$ cat src/rtl/one_to_two_stream_demux_pkg.sv
// Shared definitions for the one-to-two stream demux.
// Contents:
//   DATA_WIDTH   default payload width, shared with the MAC datapath
//   LANE0/LANE1  lane index constants
//   clog2()      ceiling log2, used to size FIFO pointers
package one_to_two_stream_demux_pkg;

  localparam int DATA_WIDTH = 8;

  localparam logic LANE0 = 1'b0;
  localparam logic LANE1 = 1'b1;

  function automatic int clog2(input int value);
    int result;
    result = 0;
    for (int v = value - 1; v > 0; v = v >> 1) begin
      result++;
    end
    return result;
  endfunction

endpackage

$ cat src/rtl/one_to_two_stream_demux_if.sv
// Handshake bundle between the operand source, the demux and the two MAC lanes.
// Signals:
//   in_data/in_sel/in_valid/in_ready       input stream (in_sel picks the lane)
//   out0_data/out0_valid/out0_ready        lane 0 stream
//   out1_data/out1_valid/out1_ready        lane 1 stream
// Modports:
//   master  environment side: drives the input stream, consumes both lanes
//   slave   demux side
interface one_to_two_stream_demux_if
  import one_to_two_stream_demux_pkg::*;
#(
  parameter int WIDTH = DATA_WIDTH
) ();

  logic [WIDTH-1:0] in_data;
  logic             in_sel;
  logic             in_valid;
  logic             in_ready;

  logic [WIDTH-1:0] out0_data;
  logic             out0_valid;
  logic             out0_ready;

  logic [WIDTH-1:0] out1_data;
  logic             out1_valid;
  logic             out1_ready;

  modport master (
    output in_data, in_sel, in_valid, out0_ready, out1_ready,
    input  in_ready, out0_data, out0_valid, out1_data, out1_valid
  );

  modport slave (
    input  in_data, in_sel, in_valid, out0_ready, out1_ready,
    output in_ready, out0_data, out0_valid, out1_data, out1_valid
  );

endinterface

$ cat src/rtl/one_to_two_stream_demux_stream_fifo.sv
// stream_fifo: WIDTH x DEPTH synchronous FIFO, one per demux lane.
// Ports:
//   clk, reset           rising-edge clock, asynchronous active-high reset
//   push, push_data      write request and payload (ignored while full)
//   full                 count == DEPTH
//   pop, pop_data        read request (ignored while empty), head entry
//   empty                count == 0
// Storage is cleared on reset so pop_data reads 0 while the FIFO is reset.
// DEPTH must be a power of two (pointers wrap by natural overflow).
module stream_fifo
  import one_to_two_stream_demux_pkg::*;
#(
  parameter int WIDTH = DATA_WIDTH,
  parameter int DEPTH = 2
) (
  input  logic             clk,
  input  logic             reset,
  input  logic             push,
  input  logic [WIDTH-1:0] push_data,
  output logic             full,
  input  logic             pop,
  output logic [WIDTH-1:0] pop_data,
  output logic             empty
);

  localparam int PW = clog2(DEPTH);
  localparam int CW = PW + 1;
  localparam logic [CW-1:0] CNT_FULL = CW'(DEPTH);
  localparam logic [CW-1:0] CNT_ONE  = CW'(1);
  localparam logic [PW-1:0] PTR_ONE  = PW'(1);

  logic [WIDTH-1:0] mem_q [DEPTH];
  logic [PW-1:0]    wr_ptr_q, wr_ptr_d;
  logic [PW-1:0]    rd_ptr_q, rd_ptr_d;
  logic [CW-1:0]    count_q, count_d;
  logic             do_push, do_pop;

  assign full     = (count_q == CNT_FULL);
  assign empty    = (count_q == '0);
  assign pop_data = mem_q[rd_ptr_q];

  always_comb begin
    do_push  = push && !full;
    do_pop   = pop && !empty;
    wr_ptr_d = wr_ptr_q;
    rd_ptr_d = rd_ptr_q;
    count_d  = count_q;
    if (do_push) begin
      wr_ptr_d = wr_ptr_q + PTR_ONE;
    end
    if (do_pop) begin
      rd_ptr_d = rd_ptr_q + PTR_ONE;
    end
    case ({do_push, do_pop})
      2'b10:   count_d = count_q + CNT_ONE;
      2'b01:   count_d = count_q - CNT_ONE;
      default: count_d = count_q;
    endcase
  end

  always_ff @(posedge clk or posedge reset) begin
    if (reset) begin
      wr_ptr_q <= '0;
      rd_ptr_q <= '0;
      count_q  <= '0;
      for (int i = 0; i < DEPTH; i++) begin
        mem_q[i] <= '0;
      end
    end else begin
      wr_ptr_q <= wr_ptr_d;
      rd_ptr_q <= rd_ptr_d;
      count_q  <= count_d;
      if (do_push) begin
        mem_q[wr_ptr_q] <= push_data;
      end
    end
  end

endmodule

$ cat src/rtl/one_to_two_stream_demux.sv
// one_to_two_stream_demux: steers a valid/ready operand stream into one of
// two per-lane FIFOs so a stalled MAC lane only blocks traffic addressed to it.
// Ports:
//   clk    rising-edge clock
//   reset  asynchronous active-high reset; discards all buffered data
//   bus    one_to_two_stream_demux_if.slave (input stream + two lane streams)
// Optional build macro DEMUX_RR_EN: in_sel is ignored and an internal
// round-robin bit alternates lanes on every accepted transfer; a full
// round-robin lane stalls the input rather than skipping to the other lane.
module one_to_two_stream_demux
  import one_to_two_stream_demux_pkg::*;
#(
  parameter int WIDTH = DATA_WIDTH,
  parameter int DEPTH = 2
) (
  input  logic                      clk,
  input  logic                      reset,
  one_to_two_stream_demux_if.slave  bus
);

  logic lane;
  logic accept;
  logic push0, push1;
  logic pop0, pop1;
  logic full0, full1;
  logic empty0, empty1;

`ifdef DEMUX_RR_EN
  logic rr_q, rr_d;

  assign rr_d = rr_q ^ accept;

  always_ff @(posedge clk or posedge reset) begin
    if (reset) begin
      rr_q <= 1'b0;
    end else begin
      rr_q <= rr_d;
    end
  end

  assign lane = rr_q;
`else
  assign lane = bus.in_sel;
`endif

  // in_ready depends only on the selected lane's fill level, never on the
  // downstream ready, so a full lane refuses input even while it is popping.
  assign bus.in_ready = !reset && ((lane == LANE1) ? !full1 : !full0);
  assign accept       = bus.in_valid && bus.in_ready;
  assign push0        = accept && (lane == LANE0);
  assign push1        = accept && (lane == LANE1);

  assign bus.out0_valid = !empty0;
  assign bus.out1_valid = !empty1;
  assign pop0           = bus.out0_ready && !empty0;
  assign pop1           = bus.out1_ready && !empty1;

  stream_fifo #(
    .WIDTH (WIDTH),
    .DEPTH (DEPTH)
  ) u_lane0_fifo (
    .clk       (clk),
    .reset     (reset),
    .push      (push0),
    .push_data (bus.in_data),
    .full      (full0),
    .pop       (pop0),
    .pop_data  (bus.out0_data),
    .empty     (empty0)
  );

  stream_fifo #(
    .WIDTH (WIDTH),
    .DEPTH (DEPTH)
  ) u_lane1_fifo (
    .clk       (clk),
    .reset     (reset),
    .push      (push1),
    .push_data (bus.in_data),
    .full      (full1),
    .pop       (pop1),
    .pop_data  (bus.out1_data),
    .empty     (empty1)
  );

endmodule

$ cat src/flat_wrapper.sv
// flat-port wrapper written by rule: the top's interface ports become plain ports
module one_to_two_stream_demux_flat import one_to_two_stream_demux_pkg::*;
#(
  parameter int WIDTH = DATA_WIDTH,
  parameter int DEPTH = 2
)
  (clk, reset, bus_in_data, bus_in_sel, bus_in_valid, bus_out0_ready, bus_out1_ready, bus_in_ready, bus_out0_data, bus_out0_valid, bus_out1_data, bus_out1_valid);
  one_to_two_stream_demux_if #(.WIDTH(WIDTH)) bus_i ();
  input  logic clk;
  input  logic reset;
  input wire logic [$bits(bus_i.in_data)-1:0] bus_in_data;
  input wire logic [$bits(bus_i.in_sel)-1:0] bus_in_sel;
  input wire logic [$bits(bus_i.in_valid)-1:0] bus_in_valid;
  input wire logic [$bits(bus_i.out0_ready)-1:0] bus_out0_ready;
  input wire logic [$bits(bus_i.out1_ready)-1:0] bus_out1_ready;
  output wire logic [$bits(bus_i.in_ready)-1:0] bus_in_ready;
  output wire logic [$bits(bus_i.out0_data)-1:0] bus_out0_data;
  output wire logic [$bits(bus_i.out0_valid)-1:0] bus_out0_valid;
  output wire logic [$bits(bus_i.out1_data)-1:0] bus_out1_data;
  output wire logic [$bits(bus_i.out1_valid)-1:0] bus_out1_valid;
  assign bus_i.in_data = bus_in_data;
  assign bus_i.in_sel = bus_in_sel;
  assign bus_i.in_valid = bus_in_valid;
  assign bus_i.out0_ready = bus_out0_ready;
  assign bus_i.out1_ready = bus_out1_ready;
  assign bus_in_ready = bus_i.in_ready;
  assign bus_out0_data = bus_i.out0_data;
  assign bus_out0_valid = bus_i.out0_valid;
  assign bus_out1_data = bus_i.out1_data;
  assign bus_out1_valid = bus_i.out1_valid;
  one_to_two_stream_demux #(.WIDTH(WIDTH), .DEPTH(DEPTH)) u_core (.clk(clk), .reset(reset), .bus(bus_i));
endmodule
$ cat config.mk
export PLATFORM = sky130hd
export DESIGN_NAME = one_to_two_stream_demux_flat
export DESIGN_NICKNAME = d
export VERILOG_FILES = /design/src/rtl/one_to_two_stream_demux_pkg.sv /design/src/rtl/one_to_two_stream_demux_if.sv /design/src/rtl/one_to_two_stream_demux_stream_fifo.sv /design/src/rtl/one_to_two_stream_demux.sv /design/src/flat_wrapper.sv
export SDC_FILE = /design/constraint.sdc
export NUM_CORES = 1
export LEC_CHECK = 0
export CORE_ASPECT_RATIO = 1.1
export CORE_MARGIN = 2
export CORE_UTILIZATION = 35
export DETAILED_ROUTE_END_ITERATION = 7
export GPL_TIMING_DRIVEN = 0
export PLACE_DENSITY_LB_ADDON = 0.25
export SLEW_MARGIN = 10
export SYNTH_ARGS = -nofsm -noshare
export SYNTH_HDL_FRONTEND = slang
export SYNTH_SLANG_ARGS = --single-unit
$ cat constraint.sdc
create_clock -name clk -period 3.8 [get_ports clk]
set_clock_uncertainty 0.2 [all_clocks]
set_input_delay 0.76 -clock clk [delete_from_list [all_inputs] [get_ports clk]]
set_output_delay 0.76 -clock clk [all_outputs]
set_load 0.05 [all_outputs]
==> impl_metrics.yaml <==
routing:
  routed_wl_mm: 3.55
  ant_nets: 0
  drtIter0Drc: 61
  avgRoutedWirePerCell_um: 16.0
  vias_per_cell: 4.88
  dr.pass1.iters: 3
  drc: 0
  vias: 1084
cts:
  cts.path.max_buffers: 2
  clkLatencyLatePin_ns: 0.28
  cts_tree: "built"
  cts_root_buf: "clkbuf_8"
  post_cts_resize_count: 0
  cts.sinks: 40
  hold_buffers: 0
  clk_pin_slew_ns: 0.07
  numCtsBuffers: 5
  cts_htree_levels: 2
  postCtsSetupBuffers: 0
die:
  die-area_sq_um: 5950
  die_w_um: 73.7
  rows: 27
  core-area_sq_um: 5070
  io-pin-count: 33
  fp.dieH_um: 80.7
  initial_utilization_pct: 36.9
logic_synthesis:
  yosys-top-cells-area: "dfrtp_1 53%, mux2_2 24%, mux2_4 6.4%"
  synth_top_family_by_area: "multiplexers"
  synth_fa_ha_area_share_pct: 1.34
  ys_types: 20
  yosysWarnings: 0
  synthSimpleGateAreaFrac_pct: 7.49
  seq_area_frac_synth_pct: 53.5
  synthXorXnorAreaFrac_pct: 4.68
  synth_top_area_share_pct: 53.5
  synth_area_leader_cell: "dfrtp_1"
  syn_nets: 140
  synth_cells: 124
  avgSynthCellArea_sq_um: 15.1
  synth_mux_area_share_pct: 31.0
  synth-seq-cells: 40
  synth-compound-area-share_pct: 0
  syn-cell-area_sq_um: 1870
timing:
  fin_tns_setup_ns: 0
  min_period_ns: 3.16
  hold_violations: 0
  rsz0062_at_grt: "false"
  worst_slew_pin_slew_ns: 0.613
  layout_setup_ws_ns: 0.641
  slew_headroom_pct: 59.1
  fmax_mhz: 317
  fin_crit_sh_pct: 83.1
  setup_viol: 0
  slew_viol_final: 0
setup_path:
  crit_path_end_kind: "output pin"
  cp_cell_sequence: "clkbuf_1 > mux2_2 > clkdlybuf4s50_1"
  critPathKind: "reg2out"
  cp.arrival_ns: 2.20
  max_stage_delay_ns: 0.71
  critPathLaunchType: "register"
  critical_path.slowest_cell: "clkdlybuf4s50_1"
  worst-endpoint-required_ns: 2.84
  critical_path_peak_fanout: 9
placed_design:
  place.gp.congestion: 0.676
  placed_area_sq_um: 2270
  portBuffers: 31
  preCtsSetupSlack_ns: 0.695
  dp.final_hpwl_mm: 2.53
global_routing:
  grt_pass1_vias: 1235
  grt_usage_pct: 14.0
  grt_pass1_wl_mm: 6.13
  grt_max_degree: 30
  antenna_found_initial: 0
  grt-ovfl-total: 0
final_layout:
  fill_cells: 458
  design_area_sq_um: 2360
  nets: 179
  final_cell_mix: "40 x mux2_2, 40 x dfrtp_1, 31 x clkdlybuf4s50_1"
  diodes: 0
  finish.utilization_pct: 46.7
  area_growth_pct: 26.3
  drive_above_1_share_pct: 40.9
hold_path:
  hp-class: "reg2reg"
run_status:
  status: "finished clean"
run:
  cap_violations: 0
## logic make-up (layout without fill, tap and decap cells)
logic type	Yosys count	in the layout
adders and majority gates	2	2
muxes	49	49
and+or+nand+nor	17	17
buffers and inverters	6	46
DFF	40	40
xor gates and xnor gates	10	10
## worst max-delay path: cells and delay by family, from the launching register on
family | cells | cell delay (ns)
buf+inv | 2 | 1.18
flops | 1 | 0.32
mux | 1 | 0.41
## per-stage QoR
stage | hold WS, ns | instances
detailed placement | 0.294 | 214
floorplan | 0.261 | 124
global placement | 0.281 | 213
CTS | 0.306 | 222
finish | 0.309 | 222
global route | 0.324 | 222
## synth_stat cells
library cell and n:
mux2i_1 1, clkbuf_1 3, ha_1 2, nand4b_2 2, mux2_2 40, mux2_4 8
nand2b_4 2, nand3_1 1, nand3b_1 1, nor2b_2 1, or2_2 2, dfrtp_1 40
and2_1 2, inv_1 1, nand3_2 1, buf_6 2, and4_4 1, xor2_1 4
nor2_1 4, xnor2_1 6
## state kept, by name (all words and copies together) (netlist names)
signal	flops
u_core.u_lane1_fifo.mem_q	16
u_core.u_lane1_fifo.wr_ptr_q	1
u_core.u_lane1_fifo.count_q	2
u_core.u_lane1_fifo.rd_ptr_q	1
u_core.u_lane0_fifo.rd_ptr_q	1
u_core.u_lane0_fifo.mem_q	16
u_core.u_lane0_fifo.wr_ptr_q	1
u_core.u_lane0_fifo.count_q	2
## final timing paths
path / from / slack [ns] / endpoint / depth (start not counted)
setup / recovery: u_core.u_lane1_fifo.rd_ptr_q$_DFFE_PP0P_ / 0.64 / bus_out1_data[3] / 3
hold / removal: u_core.u_lane1_fifo.wr_ptr_q$_DFFE_PP0N_ / 0.31 / u_core.u_lane1_fifo.wr_ptr_q$_DFFE_PP0N_ / 1
setup reg to reg: u_core.u_lane1_fifo.count_q[1]$_DFFE_PP0P_ / 1.96 / u_core.u_lane1_fifo.count_q[1]$_DFFE_PP0P_ / 5
hold reg to reg: u_core.u_lane1_fifo.wr_ptr_q$_DFFE_PP0N_ / 0.31 / u_core.u_lane1_fifo.wr_ptr_q$_DFFE_PP0N_ / 1
max in group asynchronous: reset / 2.36 / u_core.u_lane1_fifo.mem_q[9]$_DFFE_PP0P_ / 3
min in group asynchronous: reset / 0.60 / u_core.u_lane1_fifo.count_q[1]$_DFFE_PP0P_ / 2
## layout make-up
class | instances | area (sq um) | area share (%)
buffer | 5 | 33.8 | 1.43
sequential | 40 | 1000 | 42.3
tap | 58 | 72.6 | 3.07
inverter | 1 | 3.75 | 0.159
timing repair buffer | 32 | 330 | 14.0
clock buffer | 8 | 90.1 | 3.81
multi-input combinational | 78 | 833 | 35.2
## routing by layer
metal | GRT usage (%) | up-vias | wire, um
met5 | 0 | - | 0
met4 | 4.91 | 0 | 46
met3 | 4.39 | 5 | 124
met2 | 22.1 | 23 | 1740
met1 | 17.9 | 549 | 1640
li1 | - | 507 | -
Power is left out: the tool's default activity adds up to more than one toggle a clock period on the data nets, which glitch-free logic cannot reach.
==> patch 1, RTL diff (config.mk and constraints unchanged) <==
Add a define of `DEMUX_RR_EN`.
--- a/src/rtl/one_to_two_stream_demux.sv
+++ b/src/rtl/one_to_two_stream_demux.sv
@@ -7,6 +7,8 @@
 // Optional build macro DEMUX_RR_EN: in_sel is ignored and an internal
 // round-robin bit alternates lanes on every accepted transfer; a full
 // round-robin lane stalls the input rather than skipping to the other lane.
+`define DEMUX_RR_EN
+
 module one_to_two_stream_demux
   import one_to_two_stream_demux_pkg::*;
 #(
Formal check against the unedited RTL: not equivalent (Yosys sat finds a counterexample within 4 cycles, from zero or initial values and one cycle with reset high).
==> patch 1 against the unedited design <==
Sequential cell count rose by 1. Wire length barely moved. Setup slack improved by 0.043 ns. Cell area rose by 3.7%. Synthesized area rose by 3.7%. Via count rose by 1.4%. Highest routed layer unchanged.
Power is not shown: default switching activity piles up to over one toggle a cycle in this logic, so the estimate is an artifact.
==> patch 1: results (changes against the unedited design) <==
outcome=completed; share of cells above drive strength 1=0.410 (+0.00110); Slew @ Worst Pin=0.508 ns (-0.105 ns); Yosys warnings=0 (unchanged); Clock Pin Slew Worst Setup and Hold Paths=0.07 ns (about the same); Netlist cell types=18 (-10%); pin count of the biggest net entering global routing=28 (-6.7%); Arr. time, crit path=2.16 ns (-0.04 ns); clock buffer count from CTS=5 (unchanged); drt pass-1 iters=3 (unchanged); Buffers on Ports=31 (unchanged); synth cell count leaders=dfrtp_1 (41), mux2_2 (32), mux2_4 (16); global-route wire length before repair=5.85 mm (-4.6%); GP Congestion=0.674 (-0.28%); Clock Tree Buf Depth=2 (unchanged); Crit Path Max Fanout=3 (-6); hpwl dp=2.56 mm (+1.1%); cts repair resizes=0 (unchanged); drt initial violations=50 (-18%); Mapped Nets=145 (+3.6%); Antenna diodes=0 (unchanged); async set-reset flop share out of synthesis=1.00 (unchanged); CTS H-tree depth=2 (unchanged); register area share after synthesis=0.528 (-0.00641); Layout fillers=506 (+10%); fin nets=184 (+2.8%); Via Count=1099 (+1.4%); clock latency on the worst-skew pair=0.28 ns (about the same); Hold WC Path Type=flip-flop to flip-flop; Worst path max stage delay=0.81 ns (+0.10 ns); final wirelength=3.55 mm (about the same); Synth area leaders=dfrtp_1 (53%), mux2_2 (19%), mux2_4 (12%); Post-CTS Repair Setup Buffers=0 (unchanged); number of global-route vias before repair=1184 (-4.1%); GRT Overall Usage=0.128 (-0.0113)
[patch 1: cells by family after synthesis]
kind of cell / after synthesis / synth area share
flops: 41 / 0.528
mux: 49 / 0.314
buf+inv: 7 / 0.0226
xor+xnor: 10 / 0.0451
fa+ha+maj: 4 / 0.0258
simple gates: 16 / 0.0638
[patch 1: path summary, 6_finish.rpt]
check | startpoint | to | slack, ns | depth (start not counted)
min reg2reg | u_core.u_lane1_fifo.wr_ptr_q | u_core.u_lane1_fifo.wr_ptr_q | 0.30 | 1
max | reset | bus_in_ready | 0.68 | 3
max in group asynchronous | reset | u_core.u_lane1_fifo.mem_q[0] | 2.32 | 3
min | u_core.u_lane1_fifo.wr_ptr_q | u_core.u_lane1_fifo.wr_ptr_q | 0.30 | 1
max reg2reg | u_core.u_lane0_fifo.count_q[0] | u_core.u_lane0_fifo.count_q[1] | 1.56 | 9
min in group asynchronous | reset | u_core.lane | 0.62 | 2
[patch 1: cell type report]
type | count | area share
Buffer | 4 | 0.0133
Tap cell | 75 | 0.0383
Sequential cell | 41 | 0.418
Clock buffer | 7 | 0.0352
Inverter | 3 | 0.00459
Multi-Input combinational cell | 79 | 0.356
Timing Repair Buffer | 32 | 0.135
[patch 1: metrics by stage]
step	setup slack [ns]	hold slack (ns)	cells	utilization	instance area [um^2]
floorplan	1.43	0.260	127	-	1940
global placement	0.682	0.275	233	0.438	2350
detailed placement	0.682	0.286	234	0.441	2370
CTS	0.670	0.301	241	0.458	2450
global route	0.625	0.325	241	0.458	2450
finish	0.683	0.300	241	0.458	2450
[patch 1: layer usage]
metal | wire length (um) | track usage | up-vias
met4 | 27 | 0.0429 | 0
met3 | 140 | 0.0352 | 4
li1 | - | - | 518
met1 | 1630 | 0.172 | 555
met5 | 0 | 0 | -
met2 | 1750 | 0.200 | 22
==> patch 2, RTL diff (config.mk and constraints unchanged) <==
Without the edit above. Compare `count_q` against `CNT_FULL` with >= in place of ==.
--- a/src/rtl/one_to_two_stream_demux_stream_fifo.sv
+++ b/src/rtl/one_to_two_stream_demux_stream_fifo.sv
@@ -35,7 +35,7 @@
   logic [CW-1:0]    count_q, count_d;
   logic             do_push, do_pop;
 
-  assign full     = (count_q == CNT_FULL);
+  assign full     = (count_q >= CNT_FULL);
   assign empty    = (count_q == '0);
   assign pop_data = mem_q[rd_ptr_q];
 
Behaviour: no difference found for any inputs over 4 cycles, from zero or initial values and one cycle with reset high; that may be too few to reach the edited logic, so the function may still have changed.
==> patch 2 against the unedited design <==
Sequential cell count is the same. Setup slack lost 0.31 ns. Synthesized area shrank 3.0%. Utilization shrank 0.70 points. Wire length shrank 3.2%. Cell area shrank 2.8%. Global-route usage shrank 0.37 points. Critical path type is now primary input to primary output. Largest cell class unchanged.
Power is left out: the tool's default activity adds up to more than one toggle a clock period on the data nets, which glitch-free logic cannot reach.
==> patch 2: results (changes against the unedited design) <==
outcome=completed; Mapped Nets=138 (-1.4%); drt pass-1 iters=4 (+1); Clock Pin Slew Worst Setup and Hold Paths=0.07 ns (about the same); Root Driver=clkbuf_8; Synth area leaders=dfrtp_1 (55%), mux2_2 (25%), mux2_4 (6.6%); hpwl dp=2.30 mm (-9.2%); Slew @ Worst Pin=0.834 ns (+0.221 ns); CP startpoint=bus_in_sel; Post-CTS Repair Setup Buffers=0 (unchanged); global-route wire length before repair=5.83 mm (-5.0%); GRT Overall Usage=0.136 (-0.00366); number of global-route vias before repair=1213 (-1.8%); drt initial violations=90 (+48%); Layout fillers=466 (+1.7%); pin count of the biggest net entering global routing=41 (+37%); GP Congestion=0.650 (-3.9%); synth cell count leaders=dfrtp_1 (40), mux2_2 (40), mux2_4 (8); met2 Track Usage GR=0.224 (+0.00221); GR Util met3=0.0442 (+0.000277); dpl cell area=2210 um^2 (-2.9%); M1 GR Usage=0.167 (-0.0114); Netlist cell types=19 (-5.0%); cell area after layout=2300 um^2 (-2.8%); Arr. time, crit path=2.51 ns (+0.31 ns); worst r2r src=u_core.u_lane0_fifo.count_q[1]; Worst path max stage delay=0.84 ns (+0.13 ns); Buffers on Ports=32 (+3.2%); initial antenna violation count=0 (unchanged); cts repair resizes=0 (unchanged); register area share after synthesis=0.551 (+0.0166); Crit Path Max Fanout=4 (-5); fin nets=177 (-1.1%); slowest CP cell=clkdlybuf4s50_1; share of cells above drive strength 1=0.383 (-0.0258); Via Count=1089 (+0.46%); final wirelength=3.44 mm (-3.2%)
-- patch 2: path summary, 6_finish.rpt --
| check | to | slack (ns) | cells past startpoint |
|---|---|---|---|
| min reg2reg | u_core.u_lane1_fifo.wr_ptr_q | 0.29 | 1 |
| min in group asynchronous | u_core.u_lane1_fifo.count_q[1] | 0.82 | 2 |
| max in group asynchronous | u_core.u_lane1_fifo.mem_q[11] | 2.04 | 2 |
| min | u_core.u_lane1_fifo.wr_ptr_q | 0.29 | 1 |
| max reg2reg | u_core.u_lane0_fifo.mem_q[15] | 1.63 | 4 |
| max | bus_in_ready | 0.33 | 4 |
-- patch 2: area by class of cell --
class                   instances  share of cell area
multi-input cells              74               0.338
repair buffers                 32               0.139
flip-flops and latches         40               0.435
clock buffers                   8              0.0392
plain buffers                   5              0.0120
inverters                       3             0.00490
well taps                      58              0.0316
-- patch 2: through the flow --
step,hold WS [ns],std cells,worst slack (ns)
6_report,0.294,220,0.330
3_3_place_gp,0.281,212,0.340
5_1_grt,0.326,220,0.275
2_1_floorplan,0.264,122,0.729
4_1_cts,0.299,220,0.330
3_5_place_dp,0.289,212,0.349
-- patch 2: kinds of logic (layout without fill, tap and decap cells) --
logic type,count (synthesis),after routing,share of synthesized area
multiplexers,48,48,0.314
flip-flops,40,40,0.551
AND/OR/NAND/NOR,13,13,0.0469
XOR/XNOR,10,10,0.0482
buffers and inverters,8,48,0.0214
adder cells (fa/ha/maj),2,2,0.0138
AO/OA/AOI/OAI,1,1,0.00414
-- patch 2: per-layer routing --
metal,vias to the layer above,share of wire
met4,0,0.0044
met5,-,0
li1,499,-
met2,32,0.51
met3,2,0.056
met1,556,0.43
